**src/rtl/twos_complement_deserializer_pkg.sv**
```systemverilog
// Shared definitions for the serial two's complement deserializer:
// the default word width and the controller state encoding.
package twos_complement_deserializer_pkg;

   localparam int DEFAULT_WIDTH = 8;

   typedef enum logic [1:0] {
      COLLECT = 2'd0,
      CONVERT = 2'd1,
      HOLD    = 2'd2
   } state_t;

endpackage

```
**src/rtl/twos_complement_deserializer_negate.sv**
```systemverilog
// Bit-serial negation cell: copies bits up to and including the first 1,
// then inverts every later bit, which yields -x when fed LSB first.
module serial_negate_cell (
   input  logic clk,
   input  logic reset,
   input  logic clear,
   input  logic enable,
   input  logic in,
   output logic out
);

   logic flip;

   // Remembers that the first 1 has already passed through this word.
   always_ff @(posedge clk) begin
      if (reset || clear) begin
         flip <= 1'b0;
      end else if (enable && in) begin
         flip <= 1'b1;
      end
   end

   assign out = (enable && flip) ? ~in : in;

endmodule

```
**src/rtl/twos_complement_deserializer.sv**
```systemverilog
// Collects an LSB-first serial two's complement word, then derives its
// magnitude bit-serially before presenting both under a valid/ready handshake.
module twos_complement_deserializer
   import twos_complement_deserializer_pkg::*;
#(
   parameter int WIDTH = DEFAULT_WIDTH
) (
   input  logic             clk,
   input  logic             reset,
   input  logic             in,
   input  logic             in_valid,
   output logic             busy,
   output logic [WIDTH-1:0] word_out,
   output logic [WIDTH-1:0] mag_out,
   output logic             sign_out,
   output logic             min_neg,
   output logic             out_valid,
   input  logic             out_ready
);

   localparam int CW = $clog2(WIDTH);
   localparam logic [CW-1:0] LAST = CW'(WIDTH - 1);

   state_t           state;
   state_t           nextState;
   logic [CW-1:0]    count;
   logic [WIDTH-1:0] shiftReg;
   logic [WIDTH-1:0] magReg;
   logic             negIn;
   logic             negOut;
   logic             negEnable;
   logic             negClear;

   // The word register is frozen outside COLLECT, so it can be read back
   // bit by bit during CONVERT and stays stable through HOLD.
   assign negIn     = shiftReg[count];
   assign negEnable = (state == CONVERT) && shiftReg[WIDTH-1];
   assign negClear  = (state == COLLECT);

   serial_negate_cell negate (
      .clk    (clk),
      .reset  (reset),
      .clear  (negClear),
      .enable (negEnable),
      .in     (negIn),
      .out    (negOut)
   );

   always_ff @(posedge clk) begin
      if (reset) begin
         state <= COLLECT;
      end else begin
         state <= nextState;
      end
   end

   always_comb begin
      nextState = state;
      case (state)
         COLLECT: if (in_valid && (count == LAST)) nextState = CONVERT;
         CONVERT: if (count == LAST) nextState = HOLD;
         HOLD:    if (out_ready) nextState = COLLECT;
         default: nextState = COLLECT;
      endcase
   end

   // One counter serves both phases; it wraps to zero at each phase end.
   always_ff @(posedge clk) begin
      if (reset) begin
         count    <= '0;
         shiftReg <= '0;
         magReg   <= '0;
      end else begin
         case (state)
            COLLECT: begin
               if (in_valid) begin
                  shiftReg <= {in, shiftReg[WIDTH-1:1]};
                  count    <= (count == LAST) ? '0 : count + CW'(1);
               end
            end
            CONVERT: begin
               magReg <= {negOut, magReg[WIDTH-1:1]};
               count  <= (count == LAST) ? '0 : count + CW'(1);
            end
            default: ;
         endcase
      end
   end

   assign busy      = (state != COLLECT);
   assign out_valid = (state == HOLD);
   assign word_out  = shiftReg;
   assign mag_out   = magReg;
   assign sign_out  = shiftReg[WIDTH-1];
   assign min_neg   = shiftReg[WIDTH-1] && (shiftReg[WIDTH-2:0] == '0);

endmodule

```
**config.mk**
```make
export PLATFORM = sky130hd
export DESIGN_NAME = twos_complement_deserializer
export DESIGN_NICKNAME = d
export VERILOG_FILES = /design/src/rtl/twos_complement_deserializer_pkg.sv /design/src/rtl/twos_complement_deserializer_negate.sv /design/src/rtl/twos_complement_deserializer.sv
export SDC_FILE = /design/constraint.sdc
export NUM_CORES = 1
export LEC_CHECK = 0
export BUFFER_PORTS_ARGS = -buffer_cell sky130_fd_sc_hd__clkbuf_2
export CORE_AREA = 2 2 46 48
export CTS_CLUSTER_SIZE = 10
export DETAILED_ROUTE_END_ITERATION = 6
export DIE_AREA = 0 0 48 50
export GPL_TIMING_DRIVEN = 0
export PLACE_DENSITY = 0.72
export SLEW_MARGIN = 10
export SYNTH_ARGS = -nofsm -noshare
export SYNTH_HDL_FRONTEND = slang
export SYNTH_HIERARCHICAL = 1
export SYNTH_SLANG_ARGS = --single-unit
```
**constraint.sdc**
```tcl
create_clock -name clk -period 2.98 [get_ports clk]
set_input_delay 0 -clock clk [delete_from_list [all_inputs] [get_ports clk]]
set_output_delay 0 -clock clk [all_outputs]
set_load 0.02 [all_outputs]
```
=== After elaboration in Yosys (flattened, before gate mapping) ===
Cells that the tools add are included.

* Flip-flop bits (word level): 22
* Output and inout bits: 20
* Word-level logic and storage cells: 38

* $add $sub $neg: 1
* $lt $le $gt $ge: 1
* Equal/unequal tests: 7
* Muxes and demuxes: 10
* Bitwise operators: 1
* Reductions and logical operators: 13

{| class="wikitable"
|+ Operators with widths
! operator !! count
|-
| 7-bit logical NOT || 1
|-
| 2-bit two-way mux || 3
|-
| 3-bit two-way mux || 2
|-
| 2-bit one-hot mux with 3 select lines || 1
|-
| 3-bit one-hot mux with 2 select lines || 1
|-
| 1-bit logical AND || 5
|-
| 3-bit by 4-bit < comparator with 1-bit output (second input constant) || 1
|-
| 2-bit by 1-bit inequality test with 1-bit output (second input constant) || 2
|-
| 2-bit inequality test (second input constant) || 2
|-
| 2-bit AND reduction || 2
|-
| 2-bit nonzero test || 2
|-
| 3-bit by 1-bit adder with 3-bit output (second input constant) || 1
|-
| 1-bit binary-select mux with 3-bit select || 1
|-
| 3-bit equality test (second input constant) || 1
|-
| 3-bit AND reduction || 1
|-
| 2-bit by 1-bit equality test with 1-bit output (second input constant) || 1
|-
| 2-bit equality test (second input constant) || 1
|-
| 2-bit logical NOT || 1
|-
| 1-bit two-way mux || 2
|-
| 1-bit logical OR || 1
|-
| 1-bit NOT || 1
|}

=== Longest topological paths before layout ===
Gate-level depths: netlist of the first run.

* Depth in word-level cells: 4
* Mapped depth: 7
* Mapped depth without buffers: 6

=== Modules after synthesis ===
The synthesis of the first run kept the hierarchy.

{| class="wikitable"
|+ By module, submodules not included
! module !! instances !! cells each !! area an instance (um2) !! seq. area each (um2)
|-
| twos_complement_deserializer || 1 || 96 || 895.9 || 420.4
|-
| serial_negate_cell || 1 || 5 || 47.5 || 20.0
|}

=== Worst setup path after synthesis of the first run ===
OpenSTA, ideal clock, no wires.

* Path kind: register -> register
* Start point: register count[0]
* End point: register magReg[7], in the netlist mag_out[7]
* Setup time: 70 ps
* Arrival time: 1498 ps
* Setup slack: 1411 ps
* Stages on the path, launching flop included: 6
* Buffers on the path: 0
* Clock period less this slack: 1569 ps
* Cell sequence: dfxtp_1 > mux4_1 > mux2_2 > xnor2_1 > nand2_1 > a21oi_1

* Cells in the longest elaborated chain, start to end: 4

{| class="wikitable"
|+ RTL lines
! item !! line !! text
|-
| from (decl) || twos_complement_deserializer.sv:26 || <nowiki>logic [CW-1:0] count;</nowiki>
|-
| from (signal assigned) || twos_complement_deserializer.sv:78 || <nowiki>count <= (count == LAST) ? '0 : count + CW'(1);</nowiki>
|-
| from (signal assigned) || twos_complement_deserializer.sv:83 || <nowiki>count <= (count == LAST) ? '0 : count + CW'(1);</nowiki>
|-
| 1-bit binary-select mux with 3-bit select * || twos_complement_deserializer.sv:36 || <nowiki>assign negIn = shiftReg[count];</nowiki>
|-
| 1-bit two-way mux (implied by the code) * || twos_complement_deserializer.sv:36 ||
|-
| via negIn || twos_complement_deserializer.sv:29 || <nowiki>logic negIn;</nowiki>
|-
| 1-bit NOT || twos_complement_deserializer_negate.sv:23 || <nowiki>assign out = (enable && flip) ? ~in : in;</nowiki>
|-
| 1-bit two-way mux * || twos_complement_deserializer_negate.sv:23 ||
|-
| via negOut || twos_complement_deserializer.sv:30 || <nowiki>logic negOut;</nowiki>
|-
| to (signal assigned) || twos_complement_deserializer.sv:82 || <nowiki>magReg <= {negOut, magReg[WIDTH-1:1]};</nowiki>
|-
| to (decl) || twos_complement_deserializer.sv:28 || <nowiki>logic [WIDTH-1:0] magReg;</nowiki>
|}

Mark *: on every way through the listed nets, which the timed path passes. The rest lies on a longest branch. The select of a mux whose other input is x is not followed.
A chain may end at the register's enable or synchronous reset.

=== Worst setup path after layout of the first run ===
Ends and elaborated chain as after synthesis.

==> results of run 1 <==
[cells in the final DEF, fill, tap and decap left out, drive strengths merged, types with 2 or more instances in the layout]
| cell | instances |
|---|---|
| inv | 2 |
| ha | 2 |
| dlygate4sd3 | 3 |
| nor2 | 12 |
| nand2 | 19 |
| mux4 | 2 |
| mux2i | 10 |
| nor3 | 2 |
| buf | 3 |
| mux2 | 2 |
| a21oi | 10 |
| dfxtp | 22 |
| clkbuf | 30 |
| nor2b | 2 |
[routing by layer]
metal	wire length, um	vias to the layer above	track usage, %
met5	0	-	0
met4	27	0	8.56
met1	811	362	20.1
met2	897	24	26.4
li1	-	405	-
met3	67	6	4.03
[cell usage after synthesis (all sizes together)]
cell type  count  share of area [%]
mux2i         10                 11
ha             2                2.7
dfxtp         22                 47
or2            1               0.66
and4b          1                1.1
a21oi         10                5.3
xnor2          1               0.93
nor4           1               0.66
nor3b          1               0.80
nor2b          2                1.3
buf            3                1.9
and2           1               0.66
nand2         19                7.6
o21bai         1               0.80
inv            2               0.80
nor3           2                1.6
nand2b         1               0.66
a22oi          1               0.80
mux4           2                5.6
or3            1               0.66
mux2           2                2.4
nor2          12                4.8
clkbuf         3                1.2
[cells by family (layout without fill, tap and decap cells)]
family                     Yosys count  count (layout)
DFF                                 22              22
muxes                               14              14
AOI/OAI and AO/OA                   12              12
buffers and inverters                8              39
and+or+nand+nor                     42              42
xor gates and xnor gates             1               1
adders and majority gates            2               2
[final cells by class]
| type | count | share of cell area [%] |
|---|---|---|
| Clock inverter | 1 | 2.55 |
| Inverter | 2 | 0.636 |
| Timing Repair Buffer | 27 | 12.7 |
| Tap cell | 27 | 2.86 |
| Buffer | 6 | 2.44 |
| Multi-Input combinational cell | 71 | 39.6 |
| Clock buffer | 3 | 1.91 |
| Sequential cell | 22 | 37.3 |
[how the worst max path moves through the flow]
stage / slack (ps) / from / depth (start not counted) / end
detailed placement: 1290 / count[0] / 5 / mag_out[7]
global placement: 1320 / count[0] / 5 / mag_out[7]
floorplan: 1410 / count[0] / 5 / mag_out[7]
global route: 1170 / count[0] / 5 / mag_out[7]
finish: 1230 / count[0] / 5 / mag_out[7]
CTS: 1230 / count[0] / 5 / mag_out[7]
[stage by stage]
stage	utilization (%)	hold WS, ps	cell area [um^2]	power (mW)
final	62.0	36.3	1180	0.565
after global routing	62.0	31.6	1180	0.590
after CTS	62.0	30.3	1180	0.571
after detailed placement	57.7	234	1100	0.343
after global placement	57.7	228	1100	0.342
after floorplan	-	70.9	943	0.331
[where the power goes]
| group | internal [mW] | total (mW) | switching (mW) |
|---|---|---|---|
| clock network | 0.136 | 0.226 | 0.0897 |
| registers | 0.298 | 0.303 | 0.00517 |
| logic | 0.0172 | 0.0360 | 0.0189 |
[registers in the layout, summed over array words and instances, names as in the netlist]
| signal | cells |
|---|---|
| mag_out | 8 |
| word_out | 8 |
| count | 3 |
| state | 2 |
| negate/flip | 1 |
[repair_timing]
action	4_1_cts	5_1_grt
gates resized for setup	0	0
hold buffers	3	0
setup buffers	0	0
hold endpoints to repair	4	0
[critical path: stages (launching register included)]
cell and delay [ps]:
dfxtp_1 450, mux4_1 580, mux2_2 310, xnor2_1 160, nand2_1 70, a21oi_1 110
==> out/results.ini, run 1 <==
[status]
status=complete, no violations

[synthesis]
synth_area_um2=943
syn_area_per_cell_um2=9.34
syn-num-nets=108
synthXorXnorAreaFrac_pct=0.928
synth_top_family_by_area=simple AND/OR/NAND/NOR gates
postSynthCellCount=101
synth-simple-area-share_pct=20.4
muxShareOfSynthArea_pct=18.6
yosysSeqAreaShare_pct=46.7
synth_cell_type_count=25
synth_compound_area_share_pct=6.90
synth_fa_ha_area_share_pct=2.65
synth_seq_cells=22
yosys_warnings=6

[setup_path]
end_kind=register
r2r_end=mag_out[7]
crit_arrival_ps=1990
crit_fanout=5
worst-r2r-cell-count=5
crit_type=register to register
r2r_slack_ps=1230
critPathRequiredTime_ps=3220
r2r-start=count[0]
cp-start-kind=register

[cts]
cts.sinks=22
clockRootBuffer=clkbuf_4
insertion_delay_ps=300
numCtsBuffers=3
htree_levels=1
clockBufferDepth=2
cts_tree=done
path_clk_slew_ps=120

[timing]
max_freq_mhz=573
fin_crit_sh_pct=58.6
slew-limit-headroom_pct=69.3
hold_viol_final=0
rsz0062_at_grt=false
postLayoutSetupSlackWorst_ps=1230
final-max-slew-violation-count=0
tightest_slew_ps=461
finalSetupTns_ps=0
fin_crit_ps=1750
fin_skew_ps=1.29
finalSetupViolations=0

[grt]
antenna_found_initial=0
grt_max_degree=14
grt_pass1_wl_um=2860
gr-total-overflow=0
grt_use_total_pct=16.7
grt_pass1_vias=679

[power_and_ir_drop]
ir_drop_mv=0.399
p_per_area_nw_per_um2=479
leakagePower_nw=0.535

[final_layout]
area_delta_synth_final_pct=25.1
drive_above_1_share_pct=26.5
num-fill-cells=174
fin_nets=140
antennaDiodeCount=0
ff_latch_area_um2=440
multi_input_area_um2=467
final_cells=159

[route]
dr.pass1.iters=4
viasPerCell=5.01
post-route-drc-count=0
ant_nets=0
initialDrtViolationCount=14
wl_um=1800
wl_per_cell_um=11.3
via_count=797

[hold_path]
holdPathStages=4
holdPathEnd=state[0]
min_path_type=primary input to register
min-delay-start=in_valid

[floorplanning]
initial_core_util_pct=49.6
die_height_um=50
die_x_um=48
die_area_um2=2400
core-area_um2=1900
io_pins=25
rows=16

[placed_design]
place_inst=152
port_buffers=24
gp_congestion=0.727
dpl.hpwl_um=1270
pre_cts_ws_ps=1290

[flow_run]
cap_violations=0

Power figures use the tool's default switching activity.
==> run 2: changes to the inputs <==
- CORE_AREA: 2 2 46 48 -> 2 2 49 51
- DIE_AREA: 0 0 48 50 -> 0 0 51 53
- PLACE_DENSITY: 0.72 -> 0.67
- clock period: 2.98 -> 1.4 ns (I/O delays scaled with it)
==> run 2 against run 1 <==
Compared with the run above: the run now ends with setup timing left; clock power up 49%; wire length rose by 5.5%; fmax increased by 14%; via count shrank 1.9%; non-clock buffer count is 1 higher; combinational power up 130%; worst hold slack better by 24 ps; clock-buffer cell count increased by 1; critical endpoint unchanged; highest routed layer unchanged.
==> out/results.ini, run 2 (same netlist as run 1, synthesis figures left out) <==
[grt]
grt_pass1_wl_um=3050  ; +6.5%
grt_max_degree=13  ; -1
gr-total-overflow=0  ; unchanged
grt_pass1_vias=714  ; +5.2%
grt_use_total_pct=15.3  ; -1.4 points
antenna_found_initial=0  ; unchanged

[cts]
htree_levels=1  ; unchanged
clockRootBuffer=clkbuf_4
path_clk_slew_ps=120  ; about the same
cts.sinks=22  ; unchanged
cts_tree=done
insertion_delay_ps=300  ; about the same
numCtsBuffers=3  ; unchanged
clockBufferDepth=2  ; unchanged

[route]
initialDrtViolationCount=12  ; -2
met3_length_um=71  ; +6.0%
wl_um=1900  ; +5.5%
viasPerCell=4.86  ; -3.1%
dr.pass1.iters=4  ; unchanged
wl_per_cell_um=11.8  ; +4.2%
dr_wl_met2_um=931  ; +3.8%
post-route-drc-count=0  ; unchanged
routed.top_layer=met4
ant_nets=0  ; unchanged
wl_met1_um=883  ; +8.9%
via_count=782  ; -1.9%

[floorplanning]
initial_core_util_pct=43.9  ; -5.7 points
die_area_um2=2700  ; +13%
core-area_um2=2150  ; +13%
rows=17  ; +1
die_x_um=51  ; +6.3%
io_pins=25  ; unchanged
die_height_um=53  ; +6.0%

[setup_path]
critPathRequiredTime_ps=1590  ; -1630 ps
r2r-start=count[0]
cp.depth=5  ; unchanged
cp_cell_sequence=mux4_2 > mux2_4 > xnor2_2 > nand2_1 > a21oi_2
worst-r2r-cell-count=5  ; unchanged
cp-startpoint=count[0]
path_delay_family=multiplexers
crit_arrival_ps=1710  ; -280 ps
critPathSlowestCell=mux4_2
critPathMaxStageDelay_ps=480  ; -100 ps
crit_type=register to register
cp-start-kind=register
crit_fanout=3  ; -2
end_kind=register
crit_buf_inv=0  ; unchanged

[final_layout]
final_cell_mix=24 x clkbuf_2, 19 x nand2_1, 15 x dfxtp_1
layout_commonest_cell=clkbuf_2
final_core_util_pct=56.1  ; -6.0 points
area_delta_synth_final_pct=27.7
final_cell_area_um2=1200  ; +2.1%
fin_nets=141  ; +0.71%
antennaDiodeCount=0  ; unchanged
num-fill-cells=217  ; +25%
drive_above_1_share_pct=37.6  ; +11 points

[timing]
max_freq_mhz=654  ; +14%
fin_skew_ps=4.33  ; +3.04 ps
hold_viol_final=0  ; unchanged
rsz0062_at_grt=true
finalSetupViolations=3  ; +3
slew-limit-headroom_pct=69.7  ; +0.40 points
final-max-slew-violation-count=0  ; unchanged
fin_crit_ps=1530  ; -218 ps
postLayoutSetupSlackWorst_ps=-129  ; -1360 ps
fin_crit_sh_pct=109  ; +51 points
tightest_slew_ps=455  ; -5.99 ps

[power_and_ir_drop]
ir_drop_mv=0.517  ; +30%
power_mw=1.06  ; +88%
p_per_area_nw_per_um2=883  ; +84%
leakagePower_nw=0.533  ; -0.29%

[placed_design]
dpl_cell_area_um2=1110  ; +0.80%
gp_congestion=0.698  ; -4.0%
dpl.hpwl_um=1320  ; +3.8%
port_buffers=24  ; unchanged

[status]
status=finished with violations
violations=setup timing

[hold_path]
holdPathStages=4  ; unchanged
min_path_type=primary input to register
min-delay-start=in_valid

[flow_run]
cap_violations=0  ; unchanged

==> run 2: changes by cell type in the layout (fill, tap and decap cells not counted), moves of 2 or more <==
cell / before / now
mux4_1: 2 / 0
dfxtp_2: 0 / 6
mux4_2: 0 / 2
dfxtp_1: 22 / 15
==> run 2: per-layer routing <==
metal	global-route usage [%]	vias up
met4	8.11	0
met3	1.69	2
met2	28.4	17
met1	17.2	361
li1	-	402
met5	0	-
==> run 2: where the power goes <==
part / switching (mW) / internal [mW] / leakage (nW)
registers: 0.0112 / 0.634 / 0.181
logic: 0.0419 / 0.0394 / 0.331
clock network: 0.179 / 0.158 / 0.0210
==> run 2: path summary, 6_finish.rpt <==
| check | end | slack [ps] |
|---|---|---|
| worst max-delay path | mag_out[7] | -130 |
| worst min register to register | mag_out[0] | 460 |
| worst max register to register | mag_out[7] | -130 |
| worst min-delay path | state[0] | 60 |
==> run 2: layout make-up <==
cell class                      count  area [um^2]  area share [%]
Timing Repair Buffer               28          158            13.1
Clock buffer                        4         36.3            3.01
Buffer                              6         28.8            2.39
Multi-Input combinational cell     71          488            40.5
Tap cell                           28         35.0            2.91
Inverter                            2         7.51           0.623
Sequential cell                    22          452            37.5
==> run 2: what timing repair did <==
item / in CTS / in global routing
hold buffers: 3 / 0
gates resized for setup: 2 / 3
buffers inserted: 1 / 0
setup endpoints to repair: 2 / 5
endpoints found under the hold margin: 4 / 0
==> run 2: metrics by stage <==
step	cells	setup slack [ps]	hold WS (ps)	TNS [ps]
after CTS	161	-136	32.0	-260
after global routing	161	-204	50.5	-448
after global placement	153	-110	226	-184
final	161	-129	60.3	-239
after floorplan	101	-60.3	70.9	-97.4
after detailed placement	153	-142	231	-229
==> run 2: tightest hold or removal path, delay by kind of cell <==
kind | cells | cell delay [ps]
muxes | 1 | 150
buffers and inverters | 1 | 90
and+or+nand+nor | 2 | 90
